File: config.mk
export PLATFORM = sky130hd
export DESIGN_NAME = spi_slave_gen_flat
export DESIGN_NICKNAME = d
export VERILOG_FILES = /design/src/rtl/spi_gen_pkg.sv /design/src/rtl/spi_slave_gen_if.sv /design/src/rtl/spi_tx_serializer.sv /design/src/rtl/spi_slave_gen.sv /design/src/flat_wrapper.sv
export SDC_FILE = /design/constraint.sdc
export NUM_CORES = 1
export LEC_CHECK = 0
export CORE_UTILIZATION = 55
export DETAILED_ROUTE_END_ITERATION = 8
export PLACE_DENSITY = 0.79
export SYNTH_ARGS = -nofsm -noshare
export SYNTH_HDL_FRONTEND = slang
export SYNTH_SLANG_ARGS = --single-unit
export TNS_END_PERCENT = 5
File: constraint.sdc
create_clock -name clk -period 3.3 [get_ports clk]
set_clock_uncertainty 0.15 [all_clocks]
set_input_delay 0.99 -clock clk [delete_from_list [all_inputs] [get_ports clk]]
set_output_delay 0.99 -clock clk [all_outputs]
set_load 0.01 [all_outputs]
File: src/rtl/spi_gen_pkg.sv
// Shared types for the SPI slave: FSM state encoding, the two-bit command
// codes carried in the word MSBs, and the command acceptance rule.
package spi_gen_pkg;

    typedef enum logic [2:0] {
        IDLE,
        CHK_CMD,
        RX,
        WAIT_TX,
        TX,
        DONE
    } state_t;

    localparam logic [1:0] CMD_WR_ADDR = 2'b00;
    localparam logic [1:0] CMD_WR_DATA = 2'b01;
    localparam logic [1:0] CMD_RD_ADDR = 2'b10;
    localparam logic [1:0] CMD_RD_DATA = 2'b11;

    // Writes are always accepted; reads must alternate address then data.
    function automatic logic cmd_ok(input logic [1:0] cmd, input logic rd_seen);
        return (cmd == CMD_WR_ADDR) || (cmd == CMD_WR_DATA) ||
               (cmd == (rd_seen ? CMD_RD_DATA : CMD_RD_ADDR));
    endfunction

endpackage

File: src/rtl/spi_slave_gen_if.sv
// SPI slave bundle: serial pins plus the RAM-side command/read-data handshake.
//   slave  modport : the SPI slave (drives MISO, rx_*, frame_err, busy)
//   master modport : the pins/RAM side driving SS_n, MOSI, tx_*
interface spi_slave_gen_if #(parameter int DATA_W = 8);
    localparam int WORD_W = DATA_W + 2;

    logic              SS_n;
    logic              MOSI;
    logic              MISO;
    logic [WORD_W-1:0] rx_data;
    logic              rx_valid;
    logic [DATA_W-1:0] tx_data;
    logic              tx_valid;
    logic              frame_err;
    logic              busy;

    modport slave (
        input  SS_n, MOSI, tx_data, tx_valid,
        output MISO, rx_data, rx_valid, frame_err, busy
    );

    modport master (
        output SS_n, MOSI, tx_data, tx_valid,
        input  MISO, rx_data, rx_valid, frame_err, busy
    );

endinterface

File: src/rtl/spi_tx_serializer.sv
// Parallel-to-serial shifter for RAM read data, MSB first.
//   clk, rst  : clock, async active-high reset
//   load_i    : capture data_i; its MSB is on miso_o the following cycle
//   clear_i   : drop any transfer in progress (miso_o goes low)
//   miso_o    : current bit while active, else 0
//   done_o    : high while the last bit is on miso_o
module spi_tx_serializer #(
    parameter int DATA_W = 8
) (
    input  logic              clk,
    input  logic              rst,
    input  logic              load_i,
    input  logic              clear_i,
    input  logic [DATA_W-1:0] data_i,
    output logic              miso_o,
    output logic              done_o
);
    localparam int CW = (DATA_W > 1) ? $clog2(DATA_W) : 1;

    logic [DATA_W-1:0] sh_q;
    logic [CW-1:0]     cnt_q;
    logic              act_q;

    always_ff @(posedge clk or posedge rst) begin
        if (rst) begin
            sh_q  <= '0;
            cnt_q <= '0;
            act_q <= 1'b0;
        end else if (clear_i) begin
            cnt_q <= '0;
            act_q <= 1'b0;
        end else if (load_i) begin
            sh_q  <= data_i;
            cnt_q <= CW'(DATA_W - 1);
            act_q <= 1'b1;
        end else if (act_q) begin
            if (cnt_q == '0) begin
                act_q <= 1'b0;
            end else begin
                sh_q  <= sh_q << 1;
                cnt_q <= cnt_q - CW'(1);
            end
        end
    end

    assign miso_o = act_q & sh_q[DATA_W-1];
    assign done_o = act_q && (cnt_q == '0);

endmodule

File: src/rtl/spi_slave_gen.sv
// SPI slave: receives a {cmd[1:0], payload} word on MOSI for the RAM, checks
// the command order, and returns RAM read data on MISO.
//   clk, rst : clock, async active-high reset
//   bus      : spi_slave_gen_if slave modport (SS_n, MOSI, MISO, rx_data,
//              rx_valid, tx_data, tx_valid, frame_err, busy)
module spi_slave_gen
    import spi_gen_pkg::*;
#(
    parameter int DATA_W     = 8,
    parameter int TX_TIMEOUT = 16
) (
    input  logic            clk,
    input  logic            rst,
    spi_slave_gen_if.slave  bus
);
    localparam int WORD_W = DATA_W + 2;
    localparam int BW     = $clog2(WORD_W);
    localparam int TW     = (TX_TIMEOUT > 1) ? $clog2(TX_TIMEOUT) : 1;
    localparam logic [BW-1:0] BCNT_INIT = BW'(WORD_W - 1);
    localparam logic [TW-1:0] TO_LAST   = TW'(TX_TIMEOUT - 1);

    state_t            state_q;
    logic [WORD_W-1:0] sh_q, rx_data_q;
    logic              rx_valid_q, frame_err_q, rd_seen_q;
    logic [BW-1:0]     bcnt_q;
    logic [TW-1:0]     wcnt_q;

    logic [WORD_W-1:0] sh_d;
    logic [1:0]        cmd_d;
    logic              ok_d;
    logic              ser_load, ser_miso, ser_done;

    assign sh_d  = {sh_q[WORD_W-2:0], bus.MOSI};
    assign cmd_d = sh_q[WORD_W-1 -: 2];
    assign ok_d  = cmd_ok(cmd_d, rd_seen_q);

    // SS_n high beats a same-edge tx_valid: nothing is loaded.
    assign ser_load = (state_q == WAIT_TX) && !bus.SS_n && bus.tx_valid;

    spi_tx_serializer #(.DATA_W(DATA_W)) u_ser (
        .clk     (clk),
        .rst     (rst),
        .load_i  (ser_load),
        .clear_i (bus.SS_n),
        .data_i  (bus.tx_data),
        .miso_o  (ser_miso),
        .done_o  (ser_done)
    );

    always_ff @(posedge clk or posedge rst) begin
        if (rst) begin
            state_q     <= IDLE;
            sh_q        <= '0;
            rx_data_q   <= '0;
            rx_valid_q  <= 1'b0;
            frame_err_q <= 1'b0;
            rd_seen_q   <= 1'b0;
            bcnt_q      <= '0;
            wcnt_q      <= '0;
        end else begin
            rx_valid_q  <= 1'b0;
            frame_err_q <= 1'b0;
            unique case (state_q)
                IDLE: if (!bus.SS_n) state_q <= CHK_CMD;
                CHK_CMD: begin
                    if (bus.SS_n) begin
                        frame_err_q <= 1'b1;
                        state_q     <= IDLE;
                    end else begin
                        sh_q    <= sh_d;
                        bcnt_q  <= BCNT_INIT;
                        state_q <= RX;
                    end
                end
                RX: begin
                    if (bcnt_q == '0) begin
                        // Word fully held: it is delivered even if SS_n rose now.
                        if (ok_d) begin
                            rx_data_q  <= sh_q;
                            rx_valid_q <= 1'b1;
                            if (cmd_d == CMD_RD_ADDR) rd_seen_q <= 1'b1;
                        end else begin
                            frame_err_q <= 1'b1;
                        end
                        if (bus.SS_n) begin
                            state_q <= IDLE;
                        end else if (ok_d && cmd_d == CMD_RD_DATA) begin
                            wcnt_q  <= '0;
                            state_q <= WAIT_TX;
                        end else begin
                            state_q <= DONE;
                        end
                    end else if (bus.SS_n) begin
                        frame_err_q <= 1'b1;
                        state_q     <= IDLE;
                    end else begin
                        sh_q   <= sh_d;
                        bcnt_q <= bcnt_q - BW'(1);
                    end
                end
                WAIT_TX: begin
                    if (bus.SS_n) begin
                        state_q <= IDLE;
                    end else if (bus.tx_valid) begin
                        state_q <= TX;
                    end else if (wcnt_q == TO_LAST) begin
                        frame_err_q <= 1'b1;
                        state_q     <= DONE;
                    end else begin
                        wcnt_q <= wcnt_q + TW'(1);
                    end
                end
                TX: begin
                    if (bus.SS_n) begin
                        state_q <= IDLE;
                    end else if (ser_done) begin
                        rd_seen_q <= 1'b0;
                        state_q   <= DONE;
                    end
                end
                DONE: if (bus.SS_n) state_q <= IDLE;
                default: state_q <= IDLE;
            endcase
        end
    end

    assign bus.MISO      = ser_miso;
    assign bus.rx_data   = rx_data_q;
    assign bus.rx_valid  = rx_valid_q;
    assign bus.frame_err = frame_err_q;
    assign bus.busy      = (state_q != IDLE);

endmodule
File: src/flat_wrapper.sv
// flat-port wrapper written by rule: the top's interface ports become plain ports
module spi_slave_gen_flat import spi_gen_pkg::*;
#(
    parameter int DATA_W     = 8,
    parameter int TX_TIMEOUT = 16
)
  (clk, rst, bus_SS_n, bus_MOSI, bus_tx_data, bus_tx_valid, bus_MISO, bus_rx_data, bus_rx_valid, bus_frame_err, bus_busy);
  spi_slave_gen_if #(.DATA_W(DATA_W)) bus_i ();
  input  logic clk;
  input  logic rst;
  input wire logic [$bits(bus_i.SS_n)-1:0] bus_SS_n;
  input wire logic [$bits(bus_i.MOSI)-1:0] bus_MOSI;
  input wire logic [$bits(bus_i.tx_data)-1:0] bus_tx_data;
  input wire logic [$bits(bus_i.tx_valid)-1:0] bus_tx_valid;
  output wire logic [$bits(bus_i.MISO)-1:0] bus_MISO;
  output wire logic [$bits(bus_i.rx_data)-1:0] bus_rx_data;
  output wire logic [$bits(bus_i.rx_valid)-1:0] bus_rx_valid;
  output wire logic [$bits(bus_i.frame_err)-1:0] bus_frame_err;
  output wire logic [$bits(bus_i.busy)-1:0] bus_busy;
  assign bus_i.SS_n = bus_SS_n;
  assign bus_i.MOSI = bus_MOSI;
  assign bus_i.tx_data = bus_tx_data;
  assign bus_i.tx_valid = bus_tx_valid;
  assign bus_MISO = bus_i.MISO;
  assign bus_rx_data = bus_i.rx_data;
  assign bus_rx_valid = bus_i.rx_valid;
  assign bus_frame_err = bus_i.frame_err;
  assign bus_busy = bus_i.busy;
  spi_slave_gen #(.DATA_W(DATA_W), .TX_TIMEOUT(TX_TIMEOUT)) u_core (.clk(clk), .rst(rst), .bus(bus_i));
endmodule
==> results of run 1 <==
[flip-flops by register name, summed over array words and instances (netlist names)]
name	count
u_core.u_ser.cnt_q	3
u_core.sh_q	10
u_core.rd_seen_q	1
u_core.wcnt_q	4
u_core.state_q	3
u_core.u_ser.sh_q	8
u_core.bus.rx_data	10
u_core.bus.rx_valid	1
u_core.u_ser.act_q	1
u_core.bus.frame_err	1
u_core.bcnt_q	4
[cell usage after synthesis (all sizes together) (2+ instances only)]
cell / n / area share
mux2: 34 / 0.18
nor3b: 2 / 0.0065
and3: 2 / 0.0054
nand3: 7 / 0.015
a31oi: 2 / 0.0054
or4: 2 / 0.0065
dfrtp: 46 / 0.50
clkbuf: 2 / 0.0033
xor2: 2 / 0.0076
nand2: 9 / 0.015
nor4: 2 / 0.012
buf: 7 / 0.020
nor3: 6 / 0.013
xnor2: 3 / 0.011
nor2b: 2 / 0.0054
o211ai: 2 / 0.0065
a21oi: 9 / 0.024
or3: 2 / 0.0054
o21ai: 10 / 0.022
nor2: 5 / 0.0081
nand4b: 2 / 0.014
ha: 5 / 0.027
inv: 10 / 0.016
nand2b: 5 / 0.014
[final cells by class]
| cell class | count | area [µm²] | area share |
|---|---|---|---|
| Multi-Input combinational cell | 130 | 1067 | 0.3913 |
| Inverter | 10 | 37.54 | 0.01376 |
| Sequential cell | 46 | 1151 | 0.4220 |
| Clock inverter | 1 | 5.005 | 0.001835 |
| Tap cell | 50 | 62.56 | 0.02294 |
| Timing Repair Buffer | 32 | 317.8 | 0.1165 |
| Clock buffer | 7 | 86.33 | 0.03165 |
[path summary, 6_finish.rpt]
check	end	from
min in group asynchronous	u_core.u_ser.sh_q[7]$_DFFE_PP0P_	rst
max reg2reg	u_core.bus.rx_data[5]$_DFFE_PP0P_	u_core.bcnt_q[0]$_DFFE_PP0P_
max	bus_busy	u_core.state_q[0]$_DFFE_PP0P_
max in group asynchronous	u_core.sh_q[8]$_DFFE_PP0P_	rst
min reg2reg	u_core.bus.rx_data[4]$_DFFE_PP0P_	u_core.bus.rx_data[4]$_DFFE_PP0P_
min	u_core.bus.rx_data[4]$_DFFE_PP0P_	u_core.bus.rx_data[4]$_DFFE_PP0P_
[cells by family (layout without fill, tap and decap cells)]
group	Yosys count	after routing	share of synthesized area
simple gates	53	53	0.1452
fa+ha+maj	5	5	0.02709
flops	46	46	0.4984
mux	35	35	0.1798
compound gates	32	32	0.09101
xor+xnor	5	5	0.01896
buf+inv	19	50	0.03955
[power groups by stage]
stage | registers [W] | logic [W] | clock network, W
final | 0.000886 | 0.000735 | 0.000346
after global routing | 0.000913 | 0.000806 | 0.000383
after detailed placement | 0.000895 | 0.000737 | 0
after CTS | 0.000886 | 0.000741 | 0.000360
after global placement | 0.000887 | 0.000703 | 0
after floorplan | 0.000863 | 0.000531 | 0
[layer usage]
layer  track usage  up-vias
li1              -      765
met1        0.2805      766
met2        0.3346       39
met3       0.04452        2
met4       0.08511        0
met5             0        -
[worst reg2reg max path, delay by kind of cell, from the launching register on]
kind	cells	cell delay (ps)
muxes	1	360
buffers and inverters	2	340
AOI/OAI and AO/OA	1	170
and+or+nand+nor	2	570
DFF	1	410
adders and majority gates	1	190
[per-stage QoR]
stage | area [µm²] | total power [W] | worst slack (ps) | std cells | hold WS (ps)
after floorplan | 2310 | 0.001394 | 936.0 | 195 | 322.8
after global placement | 2636 | 0.001590 | 354.8 | 268 | 329.8
after detailed placement | 2636 | 0.001632 | 281.6 | 268 | 342.9
after CTS | 2728 | 0.001988 | 416.8 | 276 | 362.4
after global routing | 2728 | 0.002101 | 332.3 | 276 | 378.4
final | 2728 | 0.001966 | 429.5 | 276 | 362.3
==> impl_metrics.tcl, run 1 <==
set metrics [dict create \
    status "completed" \
    finalCritPeriodShare 0.8699 \
    final_antenna_net_count 0 \
    cts.clk_slew.worst_paths_ps 80 \
    area_growth_pct 18.09 \
    clk_latency_ps 290 \
    gp_congestion 0.8377 \
    num_vias 1572 \
    synth_cell_type_count 49 \
    drive_gt1_frac 0.2301 \
    cts_resized 0 \
    crit_buf_inv 1 \
    max_cap_violations 0 \
    hold_depth 1 \
    power_frac_seq 0.450 \
    dr.pass1.iters 4 \
    path_depth 2 \
    fin_crit_ps 2871 \
    worstPathArrival_ps 1730 \
    cts_root_buffer "clkbuf_8" \
    setup_viol 0 \
    most-common-layout-cells "dfrtp_1 (46), mux2_2 (27), clkdlybuf4s50_1 (26)" \
    cts_buffer_depth 2 \
    h-tree-depth 2 \
    switching_share 0.3326 \
    ys_seq_elements 46 \
    slew_headroom 0.4360 \
    final_common_cell "dfrtp_1" \
    die_w_um 66.81 \
    path_delay_family "flip-flops" \
    synthesis.area_um2 2310 \
    fmax_mhz 348.4 \
    r2r_cells 7 \
    rows 23 \
    nNetsFinal 243 \
    crit_chain "or3_1 -> clkdlybuf4s50_1" \
    initialDrtViolationCount 115 \
    hpwl_um 3038 \
    syn-num-nets 213 \
    grt.overflow.total 0 \
    antennaDiodeCount 0 \
    p_sw_w 0.0006541 \
    finalMaxSlewViolations 0 \
    cts.sinks 46 \
    yosysSeqAreaShare 0.4984 \
    antenna_found_initial 0 \
    max_stage_delay_ps 560 \
    cts_hold_buffers 0 \
    critPathLaunchType "register" \
    fp.coreArea_um2 4029 \
    synth_cells 195 \
    numCtsBuffers 5 \
    grt_max_degree 26 \
    synth_edf_count 0 \
    die_h_um 66.81 \
    routed_wl_um 4242 \
    grt_pass1_wl_um 6920 \
    post-route-util 0.6770 \
    rrSetupSlack_ps 990 \
    rsz0062_at_grt "false" \
    synth_area_per_cell_um2 11.84 \
    clkPwrFrac 0.176 \
    vdd_ir_drop_max_mv 0.4165 \
    grt_pass1_vias 1529 \
    async_flop_share 1.000 \
    via_per_inst 5.696 \
    synthFlopType "dfrtp_1" \
    fin_tns_setup_ps 0 \
    power.density_nw_per_um2 720.9 \
    tightest_slew_ps 840.9 \
    routed.top_layer "met4" \
    start_util 0.5733 \
    dr_wl_met3_um 150 \
    grtUsageTotal 0.2113 \
    die_area_um2 4463 \
    crit_path_end_kind "output pin" \
    wl_met1_um 1894 \
    hold_viol 0 \
    drc 0 \
    synth_warnings 0 \
    wl_met2_um 2173 \
    p_int_w 0.001312 \
    critPathSlowestCell "dfrtp_1" \
    io-pin-count 27 \
    postCtsSetupRepairBufs 0 \
    num-fill-cells 291 \
    worstPathMaxFanout 15 \
    hold_class "reg2reg" \
    required_ps 2160 \
    leakagePower_nw 1.238 \
    wl_per_cell_um 15.37 \
    cts_tree "done" \
    portBuffers 26 \
    crit_type "reg2out" \
    power_frac_comb 0.374 \
]
Note: power is estimated with default switching activity, not from simulation.
==> run 2: changes to the inputs <==
- CORE_UTILIZATION: 55 -> 50
- PLACE_DENSITY: 0.79 -> 0.75
- clock period: 3.3 -> 2.6 ns (I/O delays scaled with it)
==> run 2 against run 1 <==
Die area grew 9.7%. Power rose by 30%. Final cell count grew 4.0%. Worst hold slack worse by 0.85 ps. Critical path type unchanged. Highest routed layer unchanged.
==> impl_metrics.tcl, run 2 (synthesis gave the netlist of run 1 again) <==
set metrics [dict create \
    rows 24 \
    place_ws_ps 70.74 \
    dpl_cell_area_um2 2731 \
    cts_resized 0 \
    grt.overflow.total 0 \
    via_per_inst 5.516 \
    fin_hold_ws_ps 361.5 \
    leakagePower_nw 1.287 \
    die_area_um2 4895 \
    h-tree-depth 2 \
    grt_pass1_vias 1513 \
    critPathLaunchType "register" \
    power.density_nw_per_um2 903.8 \
    final_common_cell "dfrtp_1" \
    die_w_um 69.97 \
    hold_class "reg2reg" \
    slew_headroom 0.7121 \
    portBuffers 26 \
    drc 0 \
    rsz0062_at_grt "false" \
    finalMaxSlewViolations 0 \
    finalCritPeriodShare 0.9387 \
    required_ps 1670 \
    fin_crit_ps 2441 \
    worstPathMaxFanout 2 \
    switching_share 0.3407 \
    cts_root_buffer "clkbuf_8" \
    postCtsSetupRepairBufs 0 \
    antennaDiodeCount 0 \
    cts_buffer_depth 2 \
    most-common-layout-cells "dfrtp_1 (46), mux2_2 (27), clkdlybuf4s50_1 (26)" \
    max_cap_violations 0 \
    dr.pass1.iters 4 \
    cts.clk_slew.worst_paths_ps 90 \
    path_delay_family "buffers and inverters" \
    critPathSlowestCell "clkdlybuf4s50_1" \
    gp_congestion 0.8171 \
    p_sw_w 0.0008687 \
    fp.coreArea_um2 4384 \
    initialDrtViolationCount 96 \
    grt_pass1_wl_um 7300 \
    crit_type "reg2out" \
    setup_ws_ps 159.4 \
    cts_tree "done" \
    power_frac_comb 0.394 \
    tightest_slew_ps 427.9 \
    hpwl_um 2962 \
    drive_gt1_frac 0.2638 \
    p_int_w 0.001681 \
    fin_tns_setup_ps 0 \
    fin_area_um2 2821 \
    fmax_mhz 409.7 \
    vdd_ir_drop_max_mv 0.7245 \
    crit_chain "or3_1 -> clkdlybuf4s50_1" \
    die_h_um 69.97 \
    worstPathArrival_ps 1510 \
    crit_buf_inv 1 \
    status "completed" \
    start_util 0.5268 \
    final_antenna_net_count 0 \
    cts_hold_buffers 0 \
    grt_max_degree 47 \
    max_stage_delay_ps 480 \
    hold_viol 0 \
    nNetsFinal 252 \
    rrSetupSlack_ps 330 \
    area_growth_pct 22.16 \
    power_frac_seq 0.432 \
    num_vias 1583 \
    grtUsageTotal 0.1905 \
    clkPwrFrac 0.174 \
    io-pin-count 27 \
    numCtsBuffers 5 \
    power_w 0.002550 \
    wl_per_cell_um 14.97 \
    crit_path_end_kind "output pin" \
    setup_viol 0 \
    antenna_found_initial 0 \
    cts.sinks 46 \
    clk_latency_ps 300 \
    routed_wl_um 4296 \
]
## run 2: cell type report
type                       instances  area [µm²]
multi-input combinational        130        1067
timing repair buffer              41       410.4
sequential                        46        1151
fill                             344        1563
tap                               52       65.06
inverter                          10       37.54
clock inverter                     3       21.27
clock buffer                       5       68.82
## run 2: final timing paths
| check | startpoint | end | cells past startpoint |
|---|---|---|---|
| hold / removal | u_core.bus.rx_data[9]$_DFFE_PP0P_ | u_core.bus.rx_data[9]$_DFFE_PP0P_ | 1 |
| hold reg to reg | u_core.bus.rx_data[9]$_DFFE_PP0P_ | u_core.bus.rx_data[9]$_DFFE_PP0P_ | 1 |
| setup / recovery | u_core.state_q[2]$_DFFE_PP0P_ | bus_busy | 2 |
| min in group asynchronous | rst | u_core.u_ser.sh_q[0]$_DFFE_PP0P_ | 3 |
| setup reg to reg | u_core.bcnt_q[0]$_DFFE_PP0P_ | u_core.bus.rx_data[7]$_DFFE_PP0P_ | 7 |
| max in group asynchronous | rst | u_core.wcnt_q[2]$_DFFE_PP0P_ | 3 |
## run 2: worst register-to-register path, stage by stage, from the launching register on
cell and delay, ps:
dfrtp_1 400, inv_1 130, ha_1 180, nor3b_1 330, nand3_1 240, a21oi_1 170
buf_4 210, mux2_2 360
## run 2: power by group through the flow
stage / clock network, W / logic [W] / registers (W)
after floorplan: 0 / 0.000674 / 0.00110
after global placement: 0 / 0.000980 / 0.00110
after detailed placement: 0 / 0.00101 / 0.00111
after CTS: 0.000451 / 0.00102 / 0.00110
after global routing: 0.000484 / 0.00111 / 0.00113
final: 0.000442 / 0.00101 / 0.00110
## run 2: stage by stage
stage | std cells | util
after CTS | 287 | 0.6436
after detailed placement | 279 | 0.6230
final | 287 | 0.6436
after floorplan | 195 | -
after global placement | 279 | 0.6230
after global routing | 287 | 0.6436
## run 2: per-layer routing
metal / part of all wire / up-vias / routed length (µm) / global-route usage
met1: 0.49 / 770 / 2114 / 0.2663
met4: 0.017 / 0 / 71 / 0.08000
met3: 0.033 / 7 / 141 / 0.04185
met5: 0 / - / 0 / 0
li1: - / 776 / - / -
met2: 0.46 / 30 / 1968 / 0.2874
==> run 3: changes to the inputs <==
- PLACE_DENSITY: 0.75 -> 0.81
- SYNTH_HIERARCHICAL: default -> 1
==> run 3 against run 2 <==
The run now ends with design-rule violations left. Synthesized area up 2.0%. Wire length is 1.2% lower. Setup slack worse by 47 ps. Maximum frequency decreased by 1.9%. Cell area barely moved. Global-route usage is 0.52 points lower. Combinational power barely moved. Final cell count decreased by 0.35%.
==> impl_metrics.tcl, run 3 <==
set metrics [dict create \
    muxShareOfSynthArea 0.1869 \
    synth_area_leaders "dfrtp_1 (49%), mux2_2 (13%), mux2_4 (4.5%)" \
    die_area_um2 4991 \
    yosysSeqAreaShare 0.4886 \
    finalCritPeriodShare 0.9566 \
    nNetsFinal 251 \
    startpoint "u_core/state_q[2]$_DFFE_PP0P_" \
    critPathLaunchType "register" \
    postCtsSetupRepairBufs 0 \
    start_util 0.5301 \
    die_h_um 70.65 \
    yosysMostFrequentCell "dfrtp_1" \
    synthesis.area_um2 2356 \
    most-common-layout-cells "dfrtp_1 (46), mux2_2 (28), clkdlybuf4s50_1 (26)" \
    grtUsageTotal 0.1853 \
    worstPathMaxFanout 2 \
    synth_common_cells "dfrtp_1 (46), mux2_2 (28), inv_1 (12)" \
    vdd_ir_drop_max_mv 0.4135 \
    dr.pass1.iters 6 \
    dp.cells 278 \
    cts.clk_slew.worst_paths_ps 80 \
    crit_type "reg2out" \
    synth_edf_count 0 \
    h-tree-depth 2 \
    async_flop_share 1.000 \
    regArea_um2 1151 \
    ys_seq_elements 46 \
    cts_root_buffer "clkbuf_8" \
    rsz0062_at_grt "false" \
    syn-num-nets 213 \
    via_per_inst 5.731 \
    hold_viol 0 \
    io-pin-count 27 \
    power.density_nw_per_um2 889.6 \
    final_antenna_net_count 0 \
    slew_headroom 0.6074 \
    cts_buffer_depth 2 \
    gp_congestion 0.9278 \
    status "finished, violations left" \
    synthSimpleGateAreaFrac 0.1524 \
    wl_per_cell_um 14.84 \
    fp.coreArea_um2 4444 \
    routed_wl_um 4244 \
    grt_pass1_vias 1604 \
    synth_cell_type_count 52 \
    drive_gt1_frac 0.2863 \
    num_vias 1639 \
    synth_top_family_by_area "multiplexers" \
    area_growth_pct 19.70 \
    synthFlopType "dfrtp_1" \
    finalMaxSlewViolations 0 \
    portBuffers 26 \
    synth_fa_ha_area_frac 0.02655 \
    crit_path_end_kind "output pin" \
    r2r_start "u_core/bcnt_q[0]$_DFFE_PP0P_" \
    min_from "u_core/bus.rx_data[9]$_DFFE_PP0P_" \
    cts_tree "done" \
    multi_input_area_um2 1114 \
    synthXorXnorAreaFrac 0.003717 \
    tightest_slew_ps 588.8 \
    initialDrtViolationCount 90 \
    die_w_um 70.65 \
    final_common_cell "dfrtp_1" \
    leakagePower_nw 1.221 \
    hpwl_um 3100 \
    antenna_found_initial 0 \
    fmax_mhz 402.1 \
    synth_compound_area_frac 0.1004 \
    hold_class "reg2reg" \
    setup_viol 0 \
    post-route-util 0.6346 \
    grt_max_degree 35 \
    failed_checks "design-rule violations" \
    yosysTopAreaCell "dfrtp_1" \
    antennaDiodeCount 0 \
    cts.sinks 46 \
    required_ps 1670 \
    num-fill-cells 364 \
    grt.overflow.total 0 \
    synth_warnings 6 \
    rows 24 \
    clk_latency_ps 300 \
    synth_top_area_frac 0.4886 \
    cts_resized 0 \
    synth_cells 195 \
    fin_hold_ws_ps 347.5 \
    max_cap_violations 0 \
    drc 2 \
    synth_area_per_cell_um2 12.08 \
    cts_hold_buffers 0 \
    worstPathArrival_ps 1560 \
    grt_pass1_wl_um 7231 \
    fin_cells 286 \
    numCtsBuffers 5 \
    power_w 0.002509 \
    fin_crit_ps 2487 \
]
-- run 3: metrics by stage --
step | cell area, µm² | setup TNS (ps) | setup slack [ps]
2_1_floorplan | 2362 | 0 | 186.9
3_3_place_gp | 2725 | -444.8 | -63.70
3_5_place_dp | 2725 | -782.4 | -113.9
4_1_cts | 2820 | 0 | 97.42
5_1_grt | 2820 | 0 | 56.34
6_report | 2820 | 0 | 112.8
-- run 3: worst max-delay path, cell delays in order, from the launching register on --
cell and delay (ps):
dfrtp_1 390, or3_1 390, clkdlybuf4s50_1 480
-- run 3: where the power goes --
part / internal (W) / leakage (nW) / switching [W]
clock network: 0.000214 / 0.0472 / 0.000237
registers: 0.000929 / 0.599 / 0.000150
logic: 0.000536 / 0.575 / 0.000444
-- run 3: logic make-up (layout without fill, tap and decap cells) --
group | after synthesis | count (layout)
fa+ha+maj | 5 | 5
buf+inv | 19 | 58
xor+xnor | 1 | 1
simple gates | 55 | 55
flops | 46 | 46
compound gates | 32 | 32
mux | 37 | 37
-- run 3: cell type report --
| type | instances | area share |
|---|---|---|
| Multi-Input combinational cell | 130 | 0.3949 |
| Tap cell | 52 | 0.02307 |
| Sequential cell | 46 | 0.4082 |
| Inverter | 12 | 0.01597 |
| Clock buffer | 6 | 0.02928 |
| Timing Repair Buffer | 38 | 0.1242 |
| Clock inverter | 2 | 0.004437 |
-- run 3: worst paths after layout --
| kind | end | slack (ps) | cells after the start |
|---|---|---|---|
| min in group asynchronous | u_core/u_ser/sh_q[2]$_DFFE_PP0P_ | 650 | 2 |
| worst min-delay path | u_core/bus.rx_data[9]$_DFFE_PP0P_ | 350 | 1 |
| worst max-delay path | bus_busy | 110 | 2 |
| worst max register to register | u_core/bus.rx_data[4]$_DFFE_PP0P_ | 340 | 6 |
| worst min register to register | u_core/bus.rx_data[9]$_DFFE_PP0P_ | 350 | 1 |
| max in group asynchronous | u_core/bus.rx_data[3]$_DFFE_PP0P_ | 1250 | 3 |
-- run 3: routing by layer --
| layer | track usage | wire, µm | share of wire | vias up |
|---|---|---|---|---|
| met4 | 0.06444 | 42 | 0.0099 | 0 |
| met5 | 0 | 0 | 0 | - |
| met2 | 0.3010 | 2152 | 0.51 | 33 |
| li1 | - | - | - | 795 |
| met1 | 0.2432 | 1903 | 0.45 | 807 |
| met3 | 0.04843 | 146 | 0.034 | 4 |
==> variant 1: new RTL, config.mk and constraints of run 3 <==
`DATA_W` is set to 8 in 4 places; all go to 4.
--- a/src/rtl/spi_slave_gen_if.sv
+++ b/src/rtl/spi_slave_gen_if.sv
@@ -1,7 +1,7 @@
 // SPI slave bundle: serial pins plus the RAM-side command/read-data handshake.
 //   slave  modport : the SPI slave (drives MISO, rx_*, frame_err, busy)
 //   master modport : the pins/RAM side driving SS_n, MOSI, tx_*
-interface spi_slave_gen_if #(parameter int DATA_W = 8);
+interface spi_slave_gen_if #(parameter int DATA_W = 4);
     localparam int WORD_W = DATA_W + 2;
 
     logic              SS_n;
--- a/src/rtl/spi_tx_serializer.sv
+++ b/src/rtl/spi_tx_serializer.sv
@@ -5,7 +5,7 @@
 //   miso_o    : current bit while active, else 0
 //   done_o    : high while the last bit is on miso_o
 module spi_tx_serializer #(
-    parameter int DATA_W = 8
+    parameter int DATA_W = 4
 ) (
     input  logic              clk,
     input  logic              rst,
--- a/src/rtl/spi_slave_gen.sv
+++ b/src/rtl/spi_slave_gen.sv
@@ -6,7 +6,7 @@
 module spi_slave_gen
     import spi_gen_pkg::*;
 #(
-    parameter int DATA_W     = 8,
+    parameter int DATA_W     = 4,
     parameter int TX_TIMEOUT = 16
 ) (
     input  logic            clk,
--- a/src/flat_wrapper.sv
+++ b/src/flat_wrapper.sv
@@ -1,7 +1,7 @@
 // flat-port wrapper written by rule: the top's interface ports become plain ports
 module spi_slave_gen_flat import spi_gen_pkg::*;
 #(
-    parameter int DATA_W     = 8,
+    parameter int DATA_W     = 4,
     parameter int TX_TIMEOUT = 16
 )
   (clk, rst, bus_SS_n, bus_MOSI, bus_tx_data, bus_tx_valid, bus_MISO, bus_rx_data, bus_rx_valid, bus_frame_err, bus_busy);
Interface: changed (resized bus_rx_data and bus_tx_data); port bits go from 27 to 19. No check against the original RTL was run, so the function may have changed too.
==> variant 1 against run 3 <==
Worst setup slack got worse by 0.050 ns; design area decreased by 31%; critical path depth unchanged; routed wire length decreased by 25%; highest routed layer unchanged; total power decreased by 32%; combinational power decreased by 30%; non-clock buffer count decreased by 10; utilization increased by 0.31 points; area after synthesis decreased by 32%; sequential cell count decreased by 14.
==> variant 1: results (changes against run 3) <==
- IO Port Bufs: 18 (-31%)
- Num CTS Buffers: 5 (unchanged)
- Flop2flop setup slack: 0.50 ns (+0.16 ns)
- Crit Reg-Reg Startpoint: u_core/bcnt_q[0]
- Sequential-to-total area share from yosys stat: 0.497 (+0.00831)
- Routed len/inst: 14.8 um (-0.20%)
- Hold Crit Class: register to register
- Clock slew at reported path FFs: 0.11 ns (+0.03 ns)
- Status: complete, no violations
- Async set-reset flop share out of synthesis: 1.00 (unchanged)
- Max Buffers Root-to-Sink: 2 (unchanged)
- Peak VDD IR: 0.479 mV (+16%)
- GRT Total Usage: 0.226 (+0.0406)
- Commonest cells post-synth: 32 x dfrtp_1, 20 x mux2_2, 12 x inv_1, 7 x a21oi_1
- Destination of the worst hold path: u_core/bus.rx_data[1]
- Synth unique cells: 41 (-21%)
- Antenna violations before repair: 0 (unchanged)
- Worst Max-Slew Pin Slew: 0.364 ns (-0.225 ns)
- CTS H-Tree Depth: 2 (unchanged)
- Hold path depth: 1 (unchanged)
- FF-to-FF End: u_core/wcnt_q[1]
- Final net count: 183 (-27%)
- CTS root buf: clkbuf_4
- Max incr delay on CP: around 0.5 ns
- First-pass GRT wire length: 5530 um (-24%)
- Via-to-Cell Ratio: 5.47 (-4.6%)
- Synth area leaders: dfrtp_1 50%, mux2_2 14%, ha_1 3.1%, inv_1 2.8%, a21oi_1 2.2%
- Largest net degree at the start of global routing: 26 (-26%)
- Reg2Reg Depth: 6 (unchanged)
- Dpl hpwl: 2380 um (-23%)
- CP delay by family, top: buffers and inverters
- Clk_lat worst skew: 0.34 ns (+0.04 ns)
- Crit-path max FO: 2 (unchanged)
- Yosys Warn Count: 6 (unchanged)
- Final Wtd Congestion: 0.828 (-11%)
- Drt pass-1 iters: 5 (-1)
- CP arrival: 1.61 ns (+0.05 ns)
- Antenna fix cells: 0 (unchanged)
- P_leak: 0.871 nW (-29%)
- Hold_sp: u_core/bus.rx_data[1]
- Syn_nets: 155 (-27%)
- DP Area: 1880 um2 (-31%)
- Ratio of cells with drive above 1 in the final layout: 0.275 (-0.0115)
- Vias in the first global route: 1,192 (-26%)
- Slowest-stage cell, CP: clkdlybuf4s50_1
- Drt initial violations: 47 (-48%)
==> variant 1: worst max-delay path by stage <==
stage / start / end / slack, ns / depth (start not counted)
6_report: u_core/state_q[2] / bus_busy / 0.06 / 2
2_1_floorplan: bus_SS_n / u_core/u_ser/sh_q[2] / 0.18 / 6
3_3_place_gp: bus_tx_valid / u_core/u_ser/sh_q[1] / -0.02 / 6
4_1_cts: u_core/state_q[2] / bus_busy / 0.04 / 2
3_5_place_dp: bus_tx_valid / u_core/u_ser/sh_q[3] / -0.07 / 6
5_1_grt: u_core/state_q[0] / bus_busy / 0.005 / 2
==> variant 1: power by group <==
part           leakage (nW)  internal (mW)  switching [mW]
registers             0.408          0.643          0.0980
clock network        0.0349          0.104           0.176
logic                 0.428          0.355           0.333
total                 0.871           1.10           0.607
==> variant 1: what timing repair did <==
item	4_1_cts	5_1_grt
resized for setup	1	0
endpoints found under the setup margin	1	0
setup buffers	1	0
==> variant 1: metal layers <==
layer	GRT usage	part of all wire	routed length, um	up-vias
li1	-	-	-	561
met2	0.391	0.53	1680	35
met1	0.248	0.40	1280	571
met3	0.0725	0.045	142	8
met5	0	0	0	-
met4	0.112	0.028	88	0
==> variant 1: per-stage QoR <==
step | setup WS [ns] | setup TNS, ns | power [mW] | hold slack, ns | std cells
floorplan | 0.176 | 0 | 1.20 | 0.314 | 142
global placement | -0.0153 | -0.0446 | 1.37 | 0.334 | 206
detailed placement | -0.0710 | -0.193 | 1.42 | 0.344 | 206
CTS | 0.0383 | 0 | 1.72 | 0.370 | 215
global route | 0.00543 | 0 | 1.84 | 0.395 | 215
finish | 0.0625 | 0 | 1.71 | 0.372 | 215
==> variant 1: cells by family (layout without fill, tap and decap cells) <==
| family | after synthesis | count (layout) | share of synthesized area |
|---|---|---|---|
| multiplexers | 21 | 21 | 0.146 |
| buffers and inverters | 20 | 49 | 0.0536 |
| AO/OA/AOI/OAI | 24 | 24 | 0.106 |
| adder cells (fa/ha/maj) | 4 | 4 | 0.0311 |
| flip-flops | 32 | 32 | 0.497 |
| XOR/XNOR | 2 | 2 | 0.0109 |
| AND/OR/NAND/NOR | 39 | 39 | 0.156 |
==> variant 1: cell type report <==
class | instances | area (um2)
clock buffer | 5 | 37.5
clock inverter | 3 | 18.8
fill | 255 | 1110
inverter | 13 | 48.8
multi-input combinational | 90 | 729
sequential | 32 | 802
tap | 44 | 55.1
timing repair buffer | 28 | 255
==> variant 1: worst register-to-register path, cell delays in order, from the launching register on <==
cell and delay, ns:
dfrtp_1 0.37, inv_1 0.10, ha_1 0.23, nand2b_4 0.11, o32a_1 0.39, nor3_1 0.27, mux2_2 0.38
==> variant 2: new RTL, flow settings as in run 3 <==
Made on the original files. Reset style: synchronous (`rst`), changed in 2 clocked blocks. Comments in the files are not updated.
--- a/src/rtl/spi_tx_serializer.sv
+++ b/src/rtl/spi_tx_serializer.sv
@@ -21,7 +21,7 @@
     logic [CW-1:0]     cnt_q;
     logic              act_q;
 
-    always_ff @(posedge clk or posedge rst) begin
+    always_ff @(posedge clk) begin
         if (rst) begin
             sh_q  <= '0;
             cnt_q <= '0;
--- a/src/rtl/spi_slave_gen.sv
+++ b/src/rtl/spi_slave_gen.sv
@@ -47,7 +47,7 @@
         .done_o  (ser_done)
     );
 
-    always_ff @(posedge clk or posedge rst) begin
+    always_ff @(posedge clk) begin
         if (rst) begin
             state_q     <= IDLE;
             sh_q        <= '0;
Behaviour: differs if rst is asserted again (counterexample within 4 cycles, from zero or initial values and one cycle with rst high); with rst held inactive, the same outputs for 10 cycles.
==> variant 2 against run 3 <==
Area after synthesis down 2.3%; worst hold slack worse by 0.023 ns; non-clock buffer count up 3; sequential share of layout area down 7.1 points; die area down 2.2%; count of clock-buffer cells in the layout down 1; routed wire length up 17%; design area down 3.2%; sequential cell count unchanged; worst setup slack worse by 0.050 ns; utilization down 1.2 points; critical path depth unchanged; critical endpoint unchanged.
Power is not compared: it rests on default switching activity, and its combinational part moved more than twofold at a synthesized area within 25%.
==> variant 2: results (changes against run 3) <==
- Synth unique cells: 47 (-9.6%)
- Antenna violations before repair: 0 (unchanged)
- Resize count post-CTS: 0 (unchanged)
- Antenna fix cells: 0 (unchanged)
- IO Port Bufs: 26 (unchanged)
- Clk_lat worst skew: 0.30 ns (about the same)
- Sequential-to-total area share from yosys stat: 0.400 (-0.0886)
- Final net count: 305 (+22%)
- Via-to-Cell Ratio: 5.94 (+3.7%)
- Status: complete, no violations
- Drt pass-1 iters: 4 (-2)
- Synth area leaders: dfxtp_1 40%, mux2i_1 7.0%, a21oi_1 4.8%, a211oi_2 4.3%, nand3_1 4.3%
- P_leak: between 0.9 and 1 nW
- CTS H-Tree Depth: 2 (unchanged)
- Global Route met2 Usage: 0.358 (+0.0569)
- First-pass GRT wire length: 8650 um (+20%)
- Drt initial violations: 111 (+23%)
- Ratio of cells with drive above 1 in the final layout: 0.122 (-0.165)
- CP arrival: 1.61 ns (+0.05 ns)
- Vias in the first global route: 1,958 (+22%)
- Largest net degree at the start of global routing: 19 (-46%)
- Setup repair bufs after CTS: 0 (unchanged)
- Met1 Resource Use GR: 0.286 (+0.0427)
- Routing usage on met3: 0.0390 (-0.00947)
- CP delay by family, top: buffers and inverters
- Final Wtd Congestion: 0.812 (-12%)
- Relative slew slack: 0.590 (-0.0172)
- Syn_nets: 280 (+31%)
- Async set-reset flop share out of synthesis: 0 (-1.00)
- GRT Total Usage: 0.219 (+0.0334)
- Hold Crit Class: register to register
- Crit-path max FO: 11 (+9)
- Fillers: 381 (+4.7%)
- Post-Route WL: 4960 um (+17%)
- Commonest cells post-synth: 46 x dfxtp_1, 22 x a21oi_1, 22 x nor2_1, 20 x nand3_1, 16 x mux2i_1
- Dpl hpwl: 3450 um (+11%)
variant 2: changes by cell type after synthesis, moves of 14 or more:
cell            run 3  this run
a21oi_1             3        22
dfrtp_1            46         0
dfxtp_1             0        46
mux2_2             28         0
mux2i_1             2        16
nand3_1             4        20
nor2_1              6        22
variant 2: cells by family (layout without fill, tap and decap cells):
family / Yosys count / count (layout) / synth area share
AOI/OAI and AO/OA: 74 / 74 / 0.220
xor gates and xnor gates: 1 / 1 / 0.00381
adders and majority gates: 5 / 5 / 0.0272
buffers and inverters: 30 / 56 / 0.0652
DFF: 46 / 46 / 0.400
muxes: 16 / 16 / 0.0696
and+or+nand+nor: 90 / 90 / 0.215
variant 2: final timing paths:
path,depth (start not counted),end,from,slack [ns]
setup / recovery,2,bus_busy,u_core/state_q[1],0.06
setup reg to reg,6,u_core/wcnt_q[3],u_core/bcnt_q[0],0.41
hold / removal,2,u_core/u_ser/sh_q[0],u_core/u_ser/sh_q[0],0.32
hold reg to reg,2,u_core/u_ser/sh_q[0],u_core/u_ser/sh_q[0],0.32
variant 2: through the flow:
step | area, um2 | cells | worst slack [ns]
after floorplan | 2300 | 262 | 0.332
after global placement | 2620 | 332 | 0.0263
after detailed placement | 2620 | 332 | 0.0185
after CTS | 2730 | 340 | 0.0545
after global routing | 2730 | 340 | 0.00109
final | 2730 | 340 | 0.0631
variant 2: final cells by class:
cell class | count | area share
clock buffer | 5 | 0.0252
clock inverter | 3 | 0.0160
inverter | 7 | 0.00963
multi-input combinational | 186 | 0.451
sequential | 46 | 0.337
tap | 52 | 0.0238
timing repair buffer | 41 | 0.137
variant 2: per-layer routing:
metal | share of wire | vias up
li1 | - | 999
met3 | 0.043 | 6
met4 | 0.013 | 0
met5 | 0 | -
met1 | 0.48 | 971
met2 | 0.47 | 44
variant 2: worst reg2reg max path: stages, from the launching register on:
cell and delay, ns:
dfxtp_1 0.32, inv_1 0.12, ha_1 0.18, or3b_1 0.53, or4_4 0.61, nand3_1 0.10, a31oi_1 0.07
variant 2: power by group through the flow:
stage                     registers, mW  logic (mW)  clock network [mW]
after floorplan                   0.734       0.101                   0
after global placement            0.735       0.157                   0
after detailed placement          0.735       0.158                   0
after CTS                         0.719       0.159               0.548
after global routing              0.720       0.175               0.576
final                             0.719       0.161               0.538
